--- src/rtl/ex_muldiv_pkg.sv ---
// ex_muldiv_pkg -- shared definitions for the EX-stage RV32M multiply/divide unit.
//   md_op_e    : RV32M funct3 encodings (MUL .. REMU)
//   md_state_e : sequencer states of ex_muldiv
//   op_a_signed / op_b_signed / op_is_rem : operand-signedness and result-kind decode
package ex_muldiv_pkg;

  typedef enum logic [2:0] {
    OP_MUL    = 3'b000,
    OP_MULH   = 3'b001,
    OP_MULHSU = 3'b010,
    OP_MULHU  = 3'b011,
    OP_DIV    = 3'b100,
    OP_DIVU   = 3'b101,
    OP_REM    = 3'b110,
    OP_REMU   = 3'b111
  } md_op_e;

  typedef enum logic [1:0] {
    ST_IDLE = 2'd0,
    ST_PREP = 2'd1,
    ST_CALC = 2'd2,
    ST_DONE = 2'd3
  } md_state_e;

  // rs1 is treated as signed for every op except the fully unsigned ones.
  function automatic logic op_a_signed(input logic [2:0] op);
    return (op == OP_MUL) || (op == OP_MULH) || (op == OP_MULHSU) ||
           (op == OP_DIV) || (op == OP_REM);
  endfunction

  // rs2 is signed only for the signed x signed / signed divide ops.
  function automatic logic op_b_signed(input logic [2:0] op);
    return (op == OP_MUL) || (op == OP_MULH) || (op == OP_DIV) || (op == OP_REM);
  endfunction

  function automatic logic op_is_rem(input logic [2:0] op);
    return op[2] & op[1];
  endfunction

endpackage

--- src/rtl/muldiv_signfix.sv ---
// muldiv_signfix -- combinational conditional two's-complement negate.
// Used both to take magnitudes of the operands and to restore the sign of results.
//   value : input word
//   neg   : 1 = output the negation of value, 0 = pass through
//   out   : conditioned word
module muldiv_signfix #(
  parameter int W = 32
) (
  input  logic [W-1:0] value,
  input  logic         neg,
  output logic [W-1:0] out
);

  assign out = neg ? ('0 - value) : value;

endmodule

--- src/rtl/ex_muldiv.sv ---
// ex_muldiv -- iterative RV32M multiply/divide unit for the EX stage.
// Works on operand magnitudes: one radix-2 shift-add (multiply) or restoring
// (divide) step per cycle for XLEN cycles, then a sign fix-up. Divide by zero
// and signed overflow bypass the iteration with a fixed two-cycle latency.
//   clk, reset          : clock, asynchronous active-high reset
//   start, op, rd_in    : instruction valid, funct3, destination register
//   operand_a/operand_b : rs1/rs2 after forwarding
//   flush               : abort the in-flight operation (no done)
//   stall_req           : hold IF/ID and ID/EX, bubble EX/MEM
//   busy, done          : sequencer not idle, one-cycle result-valid pulse
//   result, rd_out      : registered result and destination, held until next done
module ex_muldiv
  import ex_muldiv_pkg::*;
#(
  parameter int XLEN = 32
) (
  input  logic            clk,
  input  logic            reset,
  input  logic            start,
  input  logic [2:0]      op,
  input  logic [XLEN-1:0] operand_a,
  input  logic [XLEN-1:0] operand_b,
  input  logic [4:0]      rd_in,
  input  logic            flush,
  output logic            stall_req,
  output logic            busy,
  output logic            done,
  output logic [XLEN-1:0] result,
  output logic [4:0]      rd_out
);

  localparam int                CNT_W    = $clog2(XLEN);
  localparam logic [CNT_W-1:0]  CNT_LAST = CNT_W'(XLEN - 1);
  localparam logic [XLEN-1:0]   INT_MIN  = {1'b1, {(XLEN-1){1'b0}}};

  md_state_e state, state_nxt;

  // Latched instruction (stage p0), iteration accumulators (p1)
  logic [2:0]       op_p0;
  logic [4:0]       rd_p0;
  logic [XLEN-1:0]  a_mag_p0, b_mag_p0;
  logic             neg_res_p0;
  logic             special_p0;
  logic [XLEN-1:0]  spec_res_p0;
  logic [XLEN-1:0]  acc_hi_p1, acc_lo_p1;
  logic [CNT_W-1:0] cnt;

  // ---- Input conditioning: signedness, magnitudes, special cases ----
  logic signed [XLEN-1:0] a_s, b_s;
  logic                   neg_a_in, neg_b_in, neg_res_in;
  logic [XLEN-1:0]        abs_a_in, abs_b_in;
  logic                   div_zero, div_ovf;
  logic [XLEN-1:0]        spec_res_in;

  assign a_s      = $signed(operand_a);
  assign b_s      = $signed(operand_b);
  assign neg_a_in = op_a_signed(op) && (a_s < 0);
  assign neg_b_in = op_b_signed(op) && (b_s < 0);
  // Remainder takes the dividend sign; every other result is the product/quotient sign.
  assign neg_res_in = op_is_rem(op) ? neg_a_in : (neg_a_in ^ neg_b_in);

  muldiv_signfix #(.W(XLEN)) u_abs_a (.value(operand_a), .neg(neg_a_in), .out(abs_a_in));
  muldiv_signfix #(.W(XLEN)) u_abs_b (.value(operand_b), .neg(neg_b_in), .out(abs_b_in));

  assign div_zero = op[2] && (operand_b == '0);
  assign div_ovf  = ((op == OP_DIV) || (op == OP_REM)) &&
                    (operand_a == INT_MIN) && (operand_b == '1);

  always_comb begin
    spec_res_in = '0;
    if (div_zero) spec_res_in = op_is_rem(op) ? operand_a : '1;
    else          spec_res_in = op_is_rem(op) ? '0 : INT_MIN;
  end

  // ---- One iteration step (p1 -> p1) ----
  logic [XLEN:0]   mul_sum, rem_sh, rem_diff;
  logic [XLEN-1:0] step_hi, step_lo;

  always_comb begin
    mul_sum  = {1'b0, acc_hi_p1} + (acc_lo_p1[0] ? {1'b0, a_mag_p0} : '0);
    rem_sh   = {acc_hi_p1, acc_lo_p1[XLEN-1]};
    rem_diff = rem_sh - {1'b0, b_mag_p0};
    step_hi  = '0;
    step_lo  = '0;
    if (op_p0[2]) begin
      // Restoring divide: keep the shifted remainder when the trial subtract borrows.
      step_hi = rem_diff[XLEN] ? rem_sh[XLEN-1:0] : rem_diff[XLEN-1:0];
      step_lo = {acc_lo_p1[XLEN-2:0], ~rem_diff[XLEN]};
    end else begin
      // Shift-add multiply: carry out of the add shifts into the high half.
      step_hi = mul_sum[XLEN:1];
      step_lo = {mul_sum[0], acc_lo_p1[XLEN-1:1]};
    end
  end

  // ---- Result sign fix-up (p1 -> result register) ----
  logic [2*XLEN-1:0] prod_fx;
  logic [XLEN-1:0]   div_sel, div_fx, final_res;

  assign div_sel = op_is_rem(op_p0) ? step_hi : step_lo;

  muldiv_signfix #(.W(2*XLEN)) u_fix_prod (.value({step_hi, step_lo}), .neg(neg_res_p0), .out(prod_fx));
  muldiv_signfix #(.W(XLEN))   u_fix_div  (.value(div_sel), .neg(neg_res_p0), .out(div_fx));

  always_comb begin
    final_res = '0;
    if (op_p0[2])             final_res = div_fx;
    else if (op_p0[1:0] == 0) final_res = prod_fx[XLEN-1:0];
    else                      final_res = prod_fx[2*XLEN-1:XLEN];
  end

  // ---- Sequencer ----
  always_ff @(posedge clk or posedge reset) begin
    if (reset) state <= ST_IDLE;
    else       state <= state_nxt;
  end

  always_comb begin
    state_nxt = state;
    case (state)
      ST_IDLE: if (start) state_nxt = ST_PREP;
      // Special cases spend a second cycle in PREP so their latency is a fixed two cycles.
      ST_PREP: begin
        if (!special_p0)     state_nxt = ST_CALC;
        else if (cnt != '0)  state_nxt = ST_DONE;
      end
      ST_CALC: if (cnt == CNT_LAST) state_nxt = ST_DONE;
      ST_DONE: state_nxt = ST_IDLE;
      default: state_nxt = ST_IDLE;
    endcase
    if (flush) state_nxt = ST_IDLE;
  end

  always_ff @(posedge clk or posedge reset) begin
    if (reset) begin
      op_p0       <= '0;
      rd_p0       <= '0;
      a_mag_p0    <= '0;
      b_mag_p0    <= '0;
      neg_res_p0  <= 1'b0;
      special_p0  <= 1'b0;
      spec_res_p0 <= '0;
      acc_hi_p1   <= '0;
      acc_lo_p1   <= '0;
      cnt         <= '0;
      result      <= '0;
      rd_out      <= '0;
    end else if (flush) begin
      cnt <= '0;
    end else begin
      case (state)
        ST_IDLE: begin
          if (start) begin
            op_p0       <= op;
            rd_p0       <= rd_in;
            a_mag_p0    <= abs_a_in;
            b_mag_p0    <= abs_b_in;
            neg_res_p0  <= neg_res_in;
            special_p0  <= div_zero | div_ovf;
            spec_res_p0 <= spec_res_in;
            cnt         <= '0;
          end
        end
        ST_PREP: begin
          if (special_p0) begin
            if (cnt == '0) begin
              cnt <= CNT_W'(1);
            end else begin
              cnt    <= '0;
              result <= spec_res_p0;
              rd_out <= rd_p0;
            end
          end else begin
            // Multiply iterates over rs2 in the low half; divide shifts the dividend out of it.
            acc_hi_p1 <= '0;
            acc_lo_p1 <= op_p0[2] ? a_mag_p0 : b_mag_p0;
            cnt       <= '0;
          end
        end
        ST_CALC: begin
          acc_hi_p1 <= step_hi;
          acc_lo_p1 <= step_lo;
          if (cnt == CNT_LAST) begin
            cnt    <= '0;
            result <= final_res;
            rd_out <= rd_p0;
          end else begin
            cnt <= cnt + 1'b1;
          end
        end
        default: ;
      endcase
    end
  end

  assign busy      = (state != ST_IDLE);
  assign done      = (state == ST_DONE);
  assign stall_req = !reset &&
                     (((state == ST_IDLE) && start && !flush) ||
                      (state == ST_PREP) || (state == ST_CALC));

endmodule

--- config.mk ---
export PLATFORM = sky130hd
export DESIGN_NAME = ex_muldiv
export DESIGN_NICKNAME = d
export VERILOG_FILES = /design/src/rtl/ex_muldiv_pkg.sv /design/src/rtl/muldiv_signfix.sv /design/src/rtl/ex_muldiv.sv
export SDC_FILE = /design/constraint.sdc
export NUM_CORES = 1
export LEC_CHECK = 0
export ABC_AREA = 0
export CAP_MARGIN = 30
export CORE_MARGIN = 1.5
export CORE_UTILIZATION = 38
export CTS_BUF_LIST = sky130_fd_sc_hd__clkbuf_4 sky130_fd_sc_hd__clkbuf_8 sky130_fd_sc_hd__clkbuf_16
export DETAILED_ROUTE_END_ITERATION = 8
export SYNTH_ARGS = -nofsm -noshare
export SYNTH_HDL_FRONTEND = slang
export SYNTH_HIERARCHICAL = 1
export SYNTH_SLANG_ARGS = --single-unit
--- constraint.sdc ---
create_clock -name clk -period 7.6 [get_ports clk]
set_input_delay 1.9 -clock clk [delete_from_list [all_inputs] [get_ports clk]]
set_output_delay 1.9 -clock clk [all_outputs]
set_load 0.01 [all_outputs]
; After elaboration in Yosys (flattened, before gate mapping)
; Cells that the tools add are included.
[classes]
n_addsub = 7
eq_ne = 17
n_mux = 40
n_reduce_logical = 33
magnitude_cmp = 2
bitwise_logic = 6
[op_table]
columns = cell, count
row1 = $mux 32, 19
row2 = $pmux 32 s2, 3
row3 = $sub 1x32->32 const A, 3
row4 = $eq 32x32->1 const B, 2
row5 = $lt 32x1->1 const B, 2
row6 = $mux 64, 1
row7 = $sub 1x64->64 const A, 1
row8 = $mux 5, 7
row9 = $add 32x32->33, 1
row10 = $sub 33x32->33, 1
row11 = $logic_not 32->1, 1
row12 = $pmux 5 s3, 1
row13 = $mux 2, 5
row14 = $pmux 5 s2, 1
row15 = $logic_or 1x1->1, 9
row16 = $reduce_and 3->1, 3
row17 = $logic_and 1x1->1, 8
row18 = $ne 2x2->1 const B, 4
row19 = $pmux 2 s4, 1
row20 = $eq 3x3->1 const B, 2
row21 = $ne 3x3->1 const B, 2
row22 = $add 5x1->5 const B, 1
row23 = $eq 5x5->1 const B, 1
row24 = $logic_not 5->1, 1
row25 = 18 further kinds, 25
[word_totals]
wordCells = 118
reg_bits = 214
inputBits = 76
output_inout_bits = 40

; Depth between registers and ports, before layout
[logic_depth]
ltp_word = 9
depth_mapped = 25
depth_no_buf = 23

; Modules after synthesis
; The synthesis kept the hierarchy.
[modules_own_cells]
columns = mod, n_inst, seq_area_each_um2, cells_per_inst, area_per_inst_um2
row1 = ex_muldiv, 1, 5355.1, 1811, 14886.8
row2 = muldiv_signfix at u_abs_a ..., 3, 0.0, 108, 767.0
row3 = muldiv_signfix at u_fix_prod, 1, 0.0, 206, 1649.1

; Least setup slack after synthesis
; OpenSTA, ideal clock, no wires.
[synth_timing]
path_kind = reg2reg
start = register acc_lo_p1[31]
end = register result[28]
t_arrival_ns = 5.090
setup_slack_ns = 2.427
t_required_ns = 7.517
setup_ns = 0.083
path_buffers = 1
stages_incl_launch_ff = 23
synth_period_minus_slack_ns = 5.173
cell_sequence = dfrtp_1 -> inv_1 -> ha_1 -> inv_1 -> fa_1 -> a211oi_1 -> o211ai_1 -> nor4b_1 -> o21a_1 -> or2_1 -> o211ai_4 -> buf_4 -> mux2i_1 -> a21oi_1 -> or4_4 -> or3_4 -> or3_4 -> o41ai_4 -> xnor2_1 -> mux2i_1 -> o21ai_0 -> mux2i_1 -> o21ai_0
[synth_between]
elab_chain_cells = 9
elab_cells_between_ends = 14
classes_between = add/sub (3) / mux (10) / bitwise (1)
[synth_rtl]
columns = item, line
row1 = "start, declared", ex_muldiv.sv:45  ; logic [XLEN-1:0] acc_hi_p1, acc_lo_p1;
row2 = "start signal, assigned", ex_muldiv.sv:176  ; acc_lo_p1 <= op_p0[2] ? a_mag_p0 : b_mag_p0;
row3 = "start signal, assigned", ex_muldiv.sv:182  ; acc_lo_p1 <= step_lo;
row4 = $sub 33x32->33, ex_muldiv.sv:82  ; rem_diff = rem_sh - {1'b0, b_mag_p0};
row5 = $mux 32, ex_muldiv.sv:87  ; step_hi = rem_diff[XLEN] ? rem_sh[XLEN-1:0] : rem_diff[XLEN-1:0];
row6 = $mux 32, ex_muldiv.sv:85  ; if (op_p0[2]) begin
row7 = net step_hi[1], ex_muldiv.sv:77  ; logic [XLEN-1:0] step_hi, step_lo;
row8 = $sub 1x64->64, muldiv_signfix.sv:14  ; assign out = neg ? ('0 - value) : value;
row9 = $mux 64, muldiv_signfix.sv:14
row10 = net prod_fx[60], ex_muldiv.sv:97  ; logic [2*XLEN-1:0] prod_fx;
row11 = $mux 32, ex_muldiv.sv:108  ; else if (op_p0[1:0] == 0) final_res = prod_fx[XLEN-1:0];
row12 = $mux 32, ex_muldiv.sv:107  ; if (op_p0[2]) final_res = div_fx;
row13 = $mux 32, ex_muldiv.sv:183  ; if (cnt == CNT_LAST) begin
row14 = $pmux 32 s2, ex_muldiv.sv:151  ; case (state)
row15 = "end signal, assigned", ex_muldiv.sv:170  ; result <= spec_res_p0;
row16 = "end signal, assigned", ex_muldiv.sv:185  ; result <= final_res;
row17 = "end, declared", ex_muldiv.sv:28  ; output logic [XLEN-1:0] result,
; The timed path passes the listed nets, and every way through them passes these cells. The select of a mux whose other input is x is not followed.
; A chain may end at the register's enable or synchronous reset.

; Final worst setup path
[layout_timing]
start = register acc_lo_p1[31]
end = register result[31]
[layout_between]
elab_chain_cells = 9
elab_cells_between_ends = 14
classes_between = add/sub (3) / mux (10) / bitwise (1)
[layout_rtl]
columns = item, line
row1 = $sub 33x32->33, ex_muldiv.sv:82
row2 = $mux 32, ex_muldiv.sv:87
row3 = $mux 32, ex_muldiv.sv:85
row4 = $mux 32, ex_muldiv.sv:100  ; assign div_sel = op_is_rem(op_p0) ? step_hi : step_lo;
row5 = net div_sel[10], ex_muldiv.sv:98  ; logic [XLEN-1:0] div_sel, div_fx, final_res;
row6 = $sub 1x32->32, muldiv_signfix.sv:14
row7 = $mux 32, muldiv_signfix.sv:14
row8 = net div_fx[31], ex_muldiv.sv:98
row9 = $mux 32, ex_muldiv.sv:107
row10 = $mux 32, ex_muldiv.sv:183
row11 = $pmux 32 s2, ex_muldiv.sv:151
; The timed path passes the listed nets, and every way through them passes these cells. The select of a mux whose other input is x is not followed.

==> summary.txt <==
STA
  • Setup TNS: 0 ns
  • Setup violators final: 0
  • Pins Over Slew Limit: 0
  • RSZ-0062 raised after global routing: no
  • Max Clk Rate: 151 MHz
  • Relative slew slack: 0.235
  • Final Cycle Share: 0.874
  • Actual slew at the worst max-slew pin: around 1.1 ns
  • Final min period: 6.64 ns
  • WHS: 0.468 ns
  • Clock skew: 0.0151 ns
  • Hold Fails Final Rpt: 0

Yosys
  • Largest family of logic cells by synthesized area: compound AO/OA/AOI/OAI gates
  • Synth Area in Adders: 0.0526
  • Mux cell area share after synthesis: 0.0914
  • Post-synth EDFFs: 0
  • Yosys top cell area share: 0.284
  • Mapped Nets: about 2500
  • Top post-synthesis cells by area: dfrtp_1 28%, xnor2_1 8.6%, nand2_1 8.5%
  • XOR/XNOR Fraction of Synth Area: 0.0953
  • Synth async-reset ratio: 1.00
  • Syn avg cell area: 8.05 um^2
  • Cells after synthesis: roughly 2300
  • Top FF cell, synth: dfrtp_1
  • Compound-cell area share of the yosys netlist: 0.217
  • Synth Area in Simple Gates: 0.214
  • Synth cell types: 87
  • Biggest area consumer among synthesized cells: dfrtp_1
  • FF+latch count, synth: 214
  • Cell Area, Synth: 18800 um^2
  • Syn. warnings: 6
  • Sequential area share after synthesis: 0.284

Pwr
  • Pleak: 8.96 nW
  • Switching pwr: 4.90 mW
  • Peak supply drop: 0.000255 V
  • Gate power share: 0.643
  • Sw frac: 0.510
  • Internal: 4.71 mW
  • Share of total power in the clock network: 0.151
  • Share of power burned in registers: 0.206
  • Power Density: 445 nW/um^2

GRT
  • Global-route total usage across every layer: 0.287
  • Largest net degree at the start of global routing: 139
  • Total global routing overflow: 0
  • Vias in the first global route: around 17000
  • Grt peak-use layer: met2
  • Grt met3 use: 0.0425
  • Antenna violations before repair: 4
  • M2 GR Usage: 0.445
  • First-pass GRT wire length: 110000 um
  • GR Util met1: 0.414

Floorplanning
  • Std-Cell Rows: 81
  • Die Span Y: 226 um
  • Initial Util: 0.385
  • Ports: 116
  • Core Region: 49000 um^2
  • Full die area: 50900 um^2
  • Die width: around 230 um

Routing
  • WL final: about 74000 um
  • TritonRoute pass-1 iters: 6
  • DR vias: 18300
  • Vias per cell: 5.96
  • DR WL/cell: ~24 um
  • DRC viols: 0
  • DRT iter0 DRCs: 1777
  • Final ANT Viol Nets: 0

Worst setup path
  • Critical path class: register to register
  • R2R depth: 21
  • CP Max Fanout: 27
  • CP startpoint kind: register
  • CP Capture Type: register
  • CP required: about 8 ns
  • CP Data Arrival Time: 7.12 ns

Run status
  • Outcome: finished clean

CTS
  • CTS resizes: 0
  • Clock sink count: 214
  • Clock tree buffer depth: 3
  • Clock root buffer: clkbuf_16
  • Clock Pin Slew Worst Setup and Hold Paths: 0.06 ns
  • Later-pin clock latency in the skew report: roughly 0.56 ns
  • Setup Buffers After CTS: 0
  • Total CTS buffers: 27
  • Cts hold-fix bufs: 0
  • H-tree level count: 1
  • CTS tree: yes

Final layout
  • Area of the multi-input gates: 12700 um^2
  • Share of cells above drive strength 1: 0.0855
  • Fillers: 4963
  • Seq. cell area: 5360 um^2
  • Synth-to-Final Area Change: 14.7%
  • Nets: 2532

Worst hold path
  • Hold Path Depth: 2
  • Worst min-delay path category: register to register

Place
  • IO Port Bufs: 115
  • Post-DP HPWL: 58000 um
  • Placer Congestion: 0.942

Run
  • MaxCap Viol Count: 0
-- through the flow --
stage               instances  instance area [um^2]   util  total power [mW]  setup WS (ns)
finish                   3062                 21600  0.442              9.62          0.958
global route             3061                 21600  0.441              10.2          0.555
CTS                      3058                 21500  0.440              9.50           1.03
detailed placement       3010                 20600  0.420              8.02           1.08
global placement         3007                 20500  0.419              7.99           1.19
floorplan                2341                 18800      -              6.01           2.43
-- Yosys cell counts (4+ instances only) --
master,instances
a21oi_1,129
and3_1,6
ha_1,76
nor2b_1,13
dfrtp_1,214
o21ai_1,8
a211oi_1,12
buf_4,9
o21ai_0,251
xor2_1,19
o21a_1,8
mux2_2,48
and2_1,38
nor3_1,25
o211ai_1,7
nor4_1,30
or3_1,17
buf_1,11
xnor2_1,186
mux2i_1,118
a21o_1,27
inv_1,70
or4_4,12
o41ai_1,36
or2_2,9
a31oi_1,15
o41ai_2,10
buf_2,5
nand3_1,19
clkbuf_1,110
nand2_1,425
buf_6,4
o31ai_2,7
nand4b_1,5
or4_1,16
o31ai_1,51
a22o_1,28
o21bai_1,7
nor2_1,134
nand4_1,26
nor4b_1,6
nand2b_1,20
nand3b_1,8
-- cell type report --
cell class                      instances  share of cell area
Clock buffer                           32              0.0339
Clock inverter                         16              0.0119
Timing Repair Buffer                  147              0.0690
Sequential cell                       214               0.248
Multi-Input combinational cell       1918               0.586
Tap cell                              664              0.0384
Antenna cell                            1            0.000116
Inverter                               70              0.0123
-- power groups by stage --
stage	clock network [mW]	logic [mW]	registers, mW
2_1_floorplan	0	4.23	1.78
3_3_place_gp	0	6.02	1.97
3_5_place_dp	0	6.04	1.99
4_1_cts	1.47	6.06	1.97
5_1_grt	1.51	6.67	2.02
6_report	1.45	6.19	1.98
-- cells in the final DEF, fill, tap and decap left out, types with 28 or more instances in the layout --
master / count
mux2_2: 48
a21oi_1: 128
a22o_1: 28
o31ai_1: 51
o41ai_1: 36
xnor2_1: 186
ha_1: 75
clkbuf_16: 28
clkdlybuf4s50_1: 115
o21ai_0: 250
inv_1: 69
mux2i_1: 118
and2_1: 38
nand2_1: 424
nor4_1: 30
dfrtp_1: 212
nor2_1: 132
-- final timing paths --
path / startpoint / to / slack (ns)
hold reg to reg: spec_res_p0[29] / spec_res_p0[29] / 0.47
min in group asynchronous: reset / state[0] / 1.64
setup / recovery: acc_lo_p1[31] / result[31] / 0.96
setup reg to reg: acc_lo_p1[31] / result[31] / 0.96
max in group asynchronous: reset / a_mag_p0[24] / 4.88
hold / removal: spec_res_p0[29] / spec_res_p0[29] / 0.47
-- registers in the layout (all words and copies together) (netlist names) --
name	cells
acc_lo_p1	32
op_p0	3
acc_hi_p1	32
special_p0	1
result	32
cnt	5
neg_res_p0	1
state	2
b_mag_p0	32
spec_res_p0	32
a_mag_p0	32
rd_p0	5
rd_out	5
-- worst max-delay path, stage by stage (launching register included) --
cell and delay [ns]:
dfrtp_1 0.42, inv_1 0.09, ha_1 0.17, inv_1 0.05
fa_1 0.41, a211oi_1 0.33, o211ai_1 0.20, nor4b_1 0.25
o21a_1 0.24, or2_1 0.30, o211ai_4 0.66, buf_4 0.38
mux2i_1 0.42, a31oi_1 0.20, nor2_1 0.48, nand4b_1 0.70
o41ai_2 0.66, xnor2_1 0.17, nand2_1 0.06, o21ai_0 0.10
mux2i_1 0.09, o21ai_0 0.16
-- routing by layer --
layer | vias up | part of all wire
met1 | 8963 | 0.46
met2 | 739 | 0.44
met4 | 0 | 0.029
li1 | 8447 | -
met5 | - | 0
met3 | 101 | 0.073
-- cells by family (layout without fill, tap and decap cells) --
| family | Yosys count | count (layout) |
|---|---|---|
| other | 0 | 1 |
| AO/OA/AOI/OAI | 633 | 633 |
| adder cells (fa/ha/maj) | 78 | 78 |
| buffers and inverters | 209 | 265 |
| XOR/XNOR | 205 | 205 |
| flip-flops | 214 | 214 |
| AND/OR/NAND/NOR | 836 | 836 |
| multiplexers | 166 | 166 |
Power figures use the tool's default switching activity.
